$ cat src/rtl/dct_row_loader.sv
// Serial pixel to parallel row feeder for the 8-point DCT: level-shift, pack 8 pixels, ping-pong buffer.
// Optional row-sync checking (pix_last / sync_err) is enabled by defining DCT_ROW_LOADER_ROW_SYNC_EN.
module dct_row_loader #(
    parameter int unsigned PIX_W  = 8,
    parameter int unsigned OFFSET = 128
) (
    input  logic                    clk,
    input  logic                    rst,
    input  logic                    pix_valid,
    output logic                    pix_ready,
    input  logic [PIX_W-1:0]        pix_data,
`ifdef DCT_ROW_LOADER_ROW_SYNC_EN
    input  logic                    pix_last,
    output logic                    sync_err,
`endif
    output logic                    data_in_valid,
    input  logic                    data_in_ready,
    output logic signed [PIX_W:0]   x0,
    output logic signed [PIX_W:0]   x1,
    output logic signed [PIX_W:0]   x2,
    output logic signed [PIX_W:0]   x3,
    output logic signed [PIX_W:0]   x4,
    output logic signed [PIX_W:0]   x5,
    output logic signed [PIX_W:0]   x6,
    output logic signed [PIX_W:0]   x7
);
    localparam int unsigned XW      = PIX_W + 1;
    localparam int unsigned ROW_LEN = 8;
    localparam int unsigned CNT_W   = 3;
    localparam int unsigned N_BANKS = 2;

    logic signed [XW-1:0] bank_q [N_BANKS][ROW_LEN];
    logic [N_BANKS-1:0]   full_q, full_d;
    logic                 wr_bank_q, wr_bank_d;
    logic                 rd_bank_q, rd_bank_d;
    logic [CNT_W-1:0]     count_q, count_d;

    logic                 pix_acc;
    logic                 row_acc;
    logic                 row_done;
    logic                 row_drop;
    logic signed [XW-1:0] pix_shift;

    // Handshakes depend only on registered state (and rst), never on pix_valid.
    assign pix_ready     = !rst && !full_q[wr_bank_q];
    assign pix_acc       = pix_valid && pix_ready;
    assign data_in_valid = full_q[rd_bank_q];
    assign row_acc       = data_in_valid && data_in_ready;

    // Zero-extended pixel minus offset is exact in XW bits since OFFSET < 2**PIX_W.
    assign pix_shift = $signed({1'b0, pix_data}) - $signed(XW'(OFFSET));

`ifdef DCT_ROW_LOADER_ROW_SYNC_EN
    logic sync_err_q, sync_err_d;

    assign row_drop = pix_acc && pix_last && (count_q != CNT_W'(ROW_LEN - 1));
    assign row_done = pix_acc && (count_q == CNT_W'(ROW_LEN - 1));
    assign sync_err = sync_err_q;

    always_comb begin
        sync_err_d = sync_err_q;
        if (row_drop || (row_done && !pix_last)) begin
            sync_err_d = 1'b1;
        end
    end

    always_ff @(posedge clk) begin
        if (rst) begin
            sync_err_q <= 1'b0;
        end else begin
            sync_err_q <= sync_err_d;
        end
    end
`else
    assign row_drop = 1'b0;
    assign row_done = pix_acc && (count_q == CNT_W'(ROW_LEN - 1));
`endif

    // Fill and drain are independent; they never target the same bank in one cycle.
    always_comb begin
        full_d    = full_q;
        wr_bank_d = wr_bank_q;
        rd_bank_d = rd_bank_q;
        count_d   = count_q;
        if (pix_acc) begin
            count_d = count_q + CNT_W'(1);
        end
        if (row_drop) begin
            count_d = '0;
        end
        if (row_done) begin
            full_d[wr_bank_q] = 1'b1;
            wr_bank_d         = !wr_bank_q;
        end
        if (row_acc) begin
            full_d[rd_bank_q] = 1'b0;
            rd_bank_d         = !rd_bank_q;
        end
    end

    always_ff @(posedge clk) begin
        if (rst) begin
            full_q    <= '0;
            wr_bank_q <= 1'b0;
            rd_bank_q <= 1'b0;
            count_q   <= '0;
        end else begin
            full_q    <= full_d;
            wr_bank_q <= wr_bank_d;
            rd_bank_q <= rd_bank_d;
            count_q   <= count_d;
        end
    end

    always_ff @(posedge clk) begin
        if (rst) begin
            for (int b = 0; b < int'(N_BANKS); b++) begin
                for (int i = 0; i < int'(ROW_LEN); i++) begin
                    bank_q[b][i] <= '0;
                end
            end
        end else if (pix_acc) begin
            bank_q[wr_bank_q][count_q] <= pix_shift;
        end
    end

    assign x0 = bank_q[rd_bank_q][0];
    assign x1 = bank_q[rd_bank_q][1];
    assign x2 = bank_q[rd_bank_q][2];
    assign x3 = bank_q[rd_bank_q][3];
    assign x4 = bank_q[rd_bank_q][4];
    assign x5 = bank_q[rd_bank_q][5];
    assign x6 = bank_q[rd_bank_q][6];
    assign x7 = bank_q[rd_bank_q][7];

endmodule

$ cat config.mk
export PLATFORM = sky130hd
export DESIGN_NAME = dct_row_loader
export DESIGN_NICKNAME = d
export VERILOG_FILES = /design/src/rtl/dct_row_loader.sv
export SDC_FILE = /design/constraint.sdc
export NUM_CORES = 1
export LEC_CHECK = 0
export BUFFER_PORTS_ARGS = -buffer_cell sky130_fd_sc_hd__buf_2
export CORE_ASPECT_RATIO = 1.75
export CORE_MARGIN = 10
export CORE_UTILIZATION = 50
export DETAILED_ROUTE_END_ITERATION = 8
export PLACE_DENSITY_LB_ADDON = 0.2
export SETUP_SLACK_MARGIN = 0.4
export SLEW_MARGIN = 20
export SYNTH_ARGS = -nofsm -noshare
export SYNTH_HDL_FRONTEND = slang
export SYNTH_SLANG_ARGS = --single-unit
$ cat constraint.sdc
create_clock -name clk -period 7.41 [get_ports clk]
set_input_delay 0.3705 -clock clk [delete_from_list [all_inputs] [get_ports clk]]
set_output_delay 0.3705 -clock clk [all_outputs]
set_load 0.005 [all_outputs]
# Yosys cells after proc, flatten, opt, wreduce, memory -nomap -nowiden
# Memory sizes are Yosys's and may differ from the RTL's. A register that Yosys moved wholly into a read port is not among the register bits.
# Cells that the tools add are included.
# Widths: inputs -> output; s select.
dict set report totals {
  reg_bits 7
  ramBits 144
  inputBits 12
  out_inout_bits 74
  word_cells 52
  memories 1
}
dict set report op_classes {
  add_sub_neg 2
  order_cmp 6
  eq_ne 1
  muxes 22
  bitwise_logic 4
  reduce_logical 12
}
# memory depth word_bits rd rd_clocked_by_memory_dff wr line_no
set memory_table {}
lappend memory_table {bank_q 2 72 1 1 2 32} ;# logic signed [XW-1:0] bank_q [N_BANKS][ROW_LEN];
# op count
set op_table {}
lappend op_table {{$mux 72} 3}
lappend op_table {{$reduce_or 72->1} 1}
lappend op_table {{$demux 9 s3} 1}
lappend op_table {{$mux 1} 13}
lappend op_table {{$mux 9} 1}
lappend op_table {{$sub 8x8->9 const B} 1}
lappend op_table {{$logic_and 1x1->1} 7}
lappend op_table {{$ge 4x4->1 const B} 1}
lappend op_table {{$logic_not 1->1} 4}
lappend op_table {{$lt 1x2->1 const B} 2}
lappend op_table {{$lt 4x1->1 const B} 1}
lappend op_table {{$mux 2} 2}
lappend op_table {{$not 3->4} 1}
lappend op_table {{$add 3x1->3 const B} 1}
lappend op_table {{$eq 3x3->1 const B} 1}
lappend op_table {{$and 2x2->2} 1}
lappend op_table {{$demux 1 s1} 2}
lappend op_table {{$ge 1x1->1 const B} 2}
lappend op_table {{$not 2->2} 1}
lappend op_table {{$or 2x2->2} 1}

# Longest topological paths before layout
# Gate-level depths: netlist of run 1.
dict set report logic_depth {
  word_depth 10
  mapped_depth 5
  depth_no_buf 5
}

# Worst setup path before layout of run 1
# Ideal clock, no wire load.
dict set report synth_timing {
  path_kind {register -> register}
  start {reg full_q[0]}
  end {mem bank_q[0][45] (netlist bit), enable pin}
  setup_ps 398
  arrival_time_ps 2011
  t_required_ps 7012
  slack_ps 5001
  stages_incl_launch_ff 5
  period_less_slack_ps 2409
  cell_sequence {dfxtp_1 -> buf_2 -> or3b_1 -> buf_4 -> o41ai_1}
}
# item line_no
set synth_rtl {}
lappend synth_rtl {{start, declared} 33} ;# logic [N_BANKS-1:0] full_q, full_d;
lappend synth_rtl {{start signal, assigned} 108} ;# full_q <= full_d;
lappend synth_rtl {{end, declared} 32}

==> flow_metrics.py, run 1 <==
metrics = {
    "sta": {
        "slew_violations": 0,
        "rsz0062_at_grt": "no",
        "relSlewSlack": 0.280,
        "setup_viol": 0,
        "finalCritPeriodShare": 0.410,
        "fin_crit_ns": 3.04,
        "fin_tns_setup_ns": 0,
        "finalClockSkew_ns": 0.0108,
        "finalHoldViolations": 0,
        "max_freq_ghz": 0.329,
        "worst_pin_slew_ns": 1.07,
    },
    "detailed_routing": {
        "post_drt_wl_per_cell_um": 22.8,
        "routed_wl_um": 13900,
        "drt_iter0_drc": 303,
        "via_per_inst": 5.64,
        "post-route-drc-count": 0,
        "ant_nets": 0,
        "dr.pass1.iters": 5,
        "vias": 3460,
    },
    "yosys": {
        "synthCells": 382,
        "seq_area_frac_synth": 0.681,
        "ys_warn_count": 0,
        "syn-cell-area_mm2": 0.00588,
        "syn-num-nets": 396,
        "synth-seq-cells": 136,
        "ys_types": 40,
        "synth.avg_cell_area_um2": 15.4,
    },
    "place": {
        "placed_cells": 581,
        "port_buffers": 85,
        "dp_hpwl_um": 9640,
        "gp_congestion": 0.849,
    },
    "power": {
        "clock_power_share": 0.451,
        "internal_power_w": 0.00145,
        "p_leak_nw": 2.69,
        "pwr-share-comb": 0.061,
        "powerDensity_mw_per_mm2": 265,
        "seqPwrFrac": 0.487,
        "ir_drop_uv": 175,
        "p_total_w": 0.00184,
        "p_switching_w": 0.000395,
        "swShare": 0.214,
    },
    "clock_tree": {
        "htreeDepth": 4,
        "numCtsBuffers": 17,
        "cts_tree": "yes",
        "postCtsSetupBuffers": 0,
        "clock-sinks": 136,
        "clockRootBuffer": "clkbuf_16",
        "clk_pin_slew_ns": 0.05,
        "clk_latency_ns": 0.42,
        "cts_buffer_depth": 2,
        "cts_resized": 0,
        "cts_hold_buf": 0,
    },
    "worst_setup_path": {
        "worstSetupEndpointType": "flop",
        "r2r-end": "bank_q[1][10]$_DFFE_PP_",
        "cp.required_ns": 7.45,
        "worstReg2RegStart": "wr_bank_q$_SDFFE_PP0N_",
        "crit_fanout": 14,
        "cp-start-kind": "flop",
        "path_class": "flop to flop",
        "reg2regPathDepth": 3,
        "crit_arrival_ns": 3.08,
        "cp-startpoint": "wr_bank_q$_SDFFE_PP0N_",
        "endpoint": "bank_q[1][10]$_DFFE_PP_",
        "r2r_slack_ns": 4.37,
    },
    "floorplanning": {
        "ioPinCount": 86,
        "initial_utilization": 0.510,
        "die-area_mm2": 0.0167,
        "die_w_um": 102,
        "num_rows": 52,
        "die_h_um": 163,
        "coreArea_mm2": 0.0115,
    },
    "global_routing": {
        "antenna_found_initial": 0,
        "overflow": 0,
        "grt_max_degree": 42,
        "grt_pass1_vias": 3655,
        "grt_usage": 0.176,
        "grt_pass1_wl_um": 21400,
    },
    "run": {
        "max-cap-violations": 0,
    },
    "cells_and_area": {
        "area_growth_pct": 18.2,
        "stdcell_count": 613,
        "final_util": 0.603,
        "n_antenna_cell": 0,
        "final_cell_mix": "128 x edfxtp_1, 85 x buf_2, 66 x mux2_2",
        "layout_commonest_cell": "edfxtp_1",
        "layout-drive-gt1-share": 0.435,
        "finalNetCount": 479,
    },
    "worst_hold_path": {
        "min_path_type": "input pin to flop",
    },
    "outcome": {
        "status": "finished, final reports clean",
    },
}
==> registers in the layout, indices dropped and copies added, names as in the netlist, named ones only <==
| name | cells |
|---|---|
| full_q | 2 |
| bank_q | 128 |
| count_q | 3 |
| wr_bank_q | 1 |
| rd_bank_q | 1 |
==> layer usage <==
metal  vias to the layer above  routed length (um)  track usage
met5                         -                   0            0
met4                         0                 520       0.0889
met3                        30                 883       0.0512
met2                       141                7640        0.310
met1                      1698                4900        0.184
li1                       1591                   -            -
==> power groups by stage <==
stage,Clock [W],Sequential (W),Combinational [W]
finish,0.000833,0.000898,0.000113
global route,0.000877,0.000902,0.000124
CTS,0.000839,0.000899,0.000115
detailed placement,0,0.000914,0.000115
global placement,0,0.000913,0.000112
floorplan,0,0.000905,0.0000679
==> synthesized netlist by cell type, drive strengths merged <==
| cell | n | area share |
|---|---|---|
| nand2 | 10 | 0.0064 |
| a32o | 1 | 0.0017 |
| a31o | 2 | 0.0030 |
| and3 | 8 | 0.0085 |
| or3b | 1 | 0.0015 |
| nor2 | 28 | 0.018 |
| or3 | 1 | 0.0011 |
| and2 | 42 | 0.046 |
| nand4b | 1 | 0.0015 |
| nand3 | 2 | 0.0017 |
| a31oi | 1 | 0.0011 |
| ha | 2 | 0.0043 |
| or2 | 8 | 0.0085 |
| mux2i | 2 | 0.0034 |
| nor4b | 2 | 0.0055 |
| dfxtp | 8 | 0.027 |
| clkbuf | 10 | 0.0064 |
| or4b | 1 | 0.0023 |
| nor3 | 10 | 0.010 |
| o31ai | 3 | 0.0038 |
| buf | 16 | 0.019 |
| o41ai | 1 | 0.0015 |
| a21oi | 3 | 0.0026 |
| mux2 | 66 | 0.13 |
| inv | 3 | 0.0019 |
| nor2b | 6 | 0.0064 |
| nor4 | 5 | 0.013 |
| edfxtp | 128 | 0.65 |
| a41oi | 3 | 0.0057 |
| o21ai | 4 | 0.0034 |
| nand2b | 4 | 0.0043 |
==> cell families after synthesis <==
group                      after synthesis  synth area share
DFF                                    136             0.681
and+or+nand+nor                        129             0.135
muxes                                   68             0.130
buffers and inverters                   29            0.0270
AOI/OAI and AO/OA                       18            0.0228
adders and majority gates                2           0.00426
==> worst min-delay path by stage <==
| stage | start | to | slack [ns] | cells past startpoint |
|---|---|---|---|---|
| global placement | count_q[0]$_SDFFE_PP0N_ | count_q[0]$_SDFFE_PP0N_ | 0.56 | 1 |
| detailed placement | count_q[0]$_SDFFE_PP0N_ | count_q[0]$_SDFFE_PP0N_ | 0.58 | 1 |
| finish | data_in_ready | full_q[0]$_SDFF_PP0_ | 0.34 | 3 |
| global route | data_in_ready | full_q[0]$_SDFF_PP0_ | 0.36 | 3 |
| floorplan | count_q[0]$_SDFFE_PP0N_ | count_q[0]$_SDFFE_PP0N_ | 0.52 | 1 |
| CTS | data_in_ready | full_q[0]$_SDFF_PP0_ | 0.33 | 3 |
==> cell type report <==
type                    count  area (um2)
fillers                   871        4570
flip-flops and latches    136        4010
multi-input cells         217        1710
repair buffers             90         463
clock buffers              18         429
well taps                 135         169
clock inverters            14         158
inverters                   3        11.3
==> per-stage QoR <==
step | area, um2 | setup slack (ns) | hold WS, ns
2_1_floorplan | 5880 | 5.00 | 0.517
3_3_place_gp | 6360 | 4.58 | 0.565
3_5_place_dp | 6360 | 4.39 | 0.579
4_1_cts | 6950 | 4.37 | 0.330
5_1_grt | 6950 | 4.13 | 0.365
6_report | 6950 | 4.37 | 0.343
==> critical path, cell delays in order (launching register included) <==
cell and delay, ns:
dfxtp_1 0.73, mux2i_1 0.75, a41oi_1 0.51, nor2_1 0.67
Power figures use the tool's default switching activity.
==> inputs of run 2 (changes only) <==
- clock period: 7.41 -> 2.8 ns (I/O delays scaled with it)
==> flow_metrics.py, run 2 (synthesis gave the netlist of run 1 again) <==
metrics = {
    "place": {
        "pre_cts_slack_ns": 0.706,
        "gp_congestion": 0.906,
        "place_area_mm2": 0.00644,
        "dp_hpwl_um": 10000,
        "port_buffers": 85,
    },
    "clock_tree": {
        "htreeDepth": 4,
        "clk_latency_ns": 0.41,
        "clockRootBuffer": "clkbuf_16",
        "cts_tree": "yes",
        "numCtsBuffers": 17,
        "cts_hold_buf": 0,
        "clock-sinks": 136,
        "cts_resized": 0,
        "clk_pin_slew_ns": 0.06,
        "cts_buffer_depth": 2,
        "postCtsSetupBuffers": 0,
    },
    "detailed_routing": {
        "ant_nets": 0,
        "via_per_inst": 5.48,
        "vias": 3414,
        "drt_iter0_drc": 169,
        "post-route-drc-count": 0,
        "dr.pass1.iters": 4,
        "routed_wl_um": 13900,
        "post_drt_wl_per_cell_um": 22.4,
    },
    "power": {
        "powerDensity_mw_per_mm2": 705,
        "clock_power_share": 0.460,
        "p_switching_w": 0.00103,
        "p_total_w": 0.00497,
        "seqPwrFrac": 0.478,
        "internal_power_w": 0.00394,
        "pwr-share-comb": 0.061,
        "p_leak_nw": 2.76,
        "swShare": 0.208,
        "ir_drop_uv": 444,
    },
    "cells_and_area": {
        "layout-drive-gt1-share": 0.449,
        "top_regs": "bank_q: 128 flops, count_q: 3 flops, full_q: 2 flops",
        "final_cell_mix": "128 x edfxtp_1, 85 x buf_2, 66 x mux2_2",
        "layout_commonest_cell": "edfxtp_1",
        "regArea_mm2": 0.00401,
        "max_flop_register": "bank_q",
        "multi_input_area_mm2": 0.00172,
        "design_area_mm2": 0.00706,
        "finalNetCount": 489,
        "largest_reg_flops": 128,
        "area_growth_pct": 20.1,
        "n_antenna_cell": 0,
        "fill_cells": 920,
        "final_util": 0.613,
    },
    "worst_setup_path": {
        "cp_slowest_cell": "dfxtp_1",
        "worstSetupEndpointType": "flop",
        "cp-startpoint": "count_q[1]$_SDFFE_PP0N_",
        "slowest_delay_ns": 0.76,
        "worstReg2RegStart": "count_q[1]$_SDFFE_PP0N_",
        "crit_arrival_ns": 2.23,
        "cp_top_family": "simple AND/OR/NAND/NOR gates",
        "cp.depth": 3,
        "reg2regPathDepth": 3,
        "crit_fanout": 12,
        "critical_path_buf_inv_count": 0,
        "r2r_slack_ns": 0.67,
        "path_class": "flop to flop",
        "r2r-end": "bank_q[0][43]$_SDFFCE_PN0P_",
        "endpoint": "bank_q[0][43]$_SDFFCE_PN0P_",
        "cp-start-kind": "flop",
        "path_cells": "nand2b_1 -> nor3_2 -> or2_2",
        "cp.required_ns": 2.90,
    },
    "floorplanning": {
        "die_w_um": 102,
        "die_h_um": 163,
        "ioPinCount": 86,
        "num_rows": 52,
        "coreArea_mm2": 0.0115,
        "initial_utilization": 0.510,
        "die-area_mm2": 0.0167,
    },
    "sta": {
        "rsz0062_at_grt": "no",
        "fin_crit_ns": 2.13,
        "relSlewSlack": 0.540,
        "setup_viol": 0,
        "fin_tns_setup_ns": 0,
        "finalHoldViolations": 0,
        "slew_violations": 0,
        "worst_pin_slew_ns": 0.689,
        "finalClockSkew_ns": 0.00855,
        "max_freq_ghz": 0.470,
        "finalCritPeriodShare": 0.760,
        "setup_slack_ns": 0.671,
    },
    "global_routing": {
        "grt_pass1_vias": 3644,
        "antenna_found_initial": 0,
        "overflow": 0,
        "grt_usage": 0.175,
        "grt_pass1_wl_um": 21200,
        "grt_max_degree": 35,
    },
    "worst_hold_path": {
        "holdPathStages": 3,
        "min_path_type": "input pin to flop",
    },
    "outcome": {
        "status": "finished, final reports clean",
    },
    "run": {
        "max-cap-violations": 0,
    },
}
## run 2: changes by cell type in the layout (fill, tap and decap cells not counted), sizes merged
cell      before  now
bufinv         3    4
clkinv         6    5
buf           90  100
clkbuf        18   19
clkinvlp       5    3
inv            3    4
## run 2: worst min-delay path by stage
| stage | startpoint | end | slack, ns |
|---|---|---|---|
| 6_report | data_in_ready | full_q[0]$_SDFF_PP0_ | 0.09 |
| 5_1_grt | data_in_ready | full_q[0]$_SDFF_PP0_ | 0.11 |
| 4_1_cts | data_in_ready | full_q[0]$_SDFF_PP0_ | 0.08 |
| 3_5_place_dp | data_in_ready | full_q[0]$_SDFF_PP0_ | 0.51 |
| 3_3_place_gp | data_in_ready | full_q[0]$_SDFF_PP0_ | 0.51 |
| 2_1_floorplan | pix_data[0] | bank_q[0][0]$_SDFFCE_PN0P_ | 0.34 |
## run 2: final cells by class
| class | count | area share |
|---|---|---|
| clock buffer | 19 | 0.0614 |
| tap | 135 | 0.0239 |
| multi-input combinational | 217 | 0.244 |
| clock inverter | 13 | 0.0252 |
| sequential | 136 | 0.568 |
| timing repair buffer | 100 | 0.0763 |
| inverter | 3 | 0.00160 |
## run 2: routing by layer
| metal | vias to the layer above | GRT usage | wire length, um |
|---|---|---|---|
| met5 | - | 0 | 0 |
| met4 | 0 | 0.0593 | 130 |
| met3 | 10 | 0.0423 | 740 |
| met2 | 100 | 0.325 | 7990 |
| met1 | 1710 | 0.186 | 5080 |
| li1 | 1594 | - | - |
## run 2: through the flow
| stage | std cells | hold WS (ns) |
|---|---|---|
| after floorplan | 382 | 0.338 |
| after global placement | 591 | 0.506 |
| after detailed placement | 591 | 0.506 |
| after CTS | 623 | 0.0802 |
| after global routing | 623 | 0.109 |
| final | 623 | 0.0904 |
## run 2: power by group through the flow
stage | sequential, W | clock (W) | combinational [W]
after detailed placement | 0.00242 | 0 | 0.000308
after global placement | 0.00242 | 0 | 0.000302
after floorplan | 0.00240 | 0 | 0.000181
final | 0.00238 | 0.00229 | 0.000304
after CTS | 0.00238 | 0.00231 | 0.000311
after global routing | 0.00239 | 0.00241 | 0.000334
## run 2: worst min-delay path: cells and delay by family
kind,cells,cell delay (ns)
AND/OR/NAND/NOR,1,0.06
AO/OA/AOI/OAI,1,0.15
buffers and inverters,1,0.11
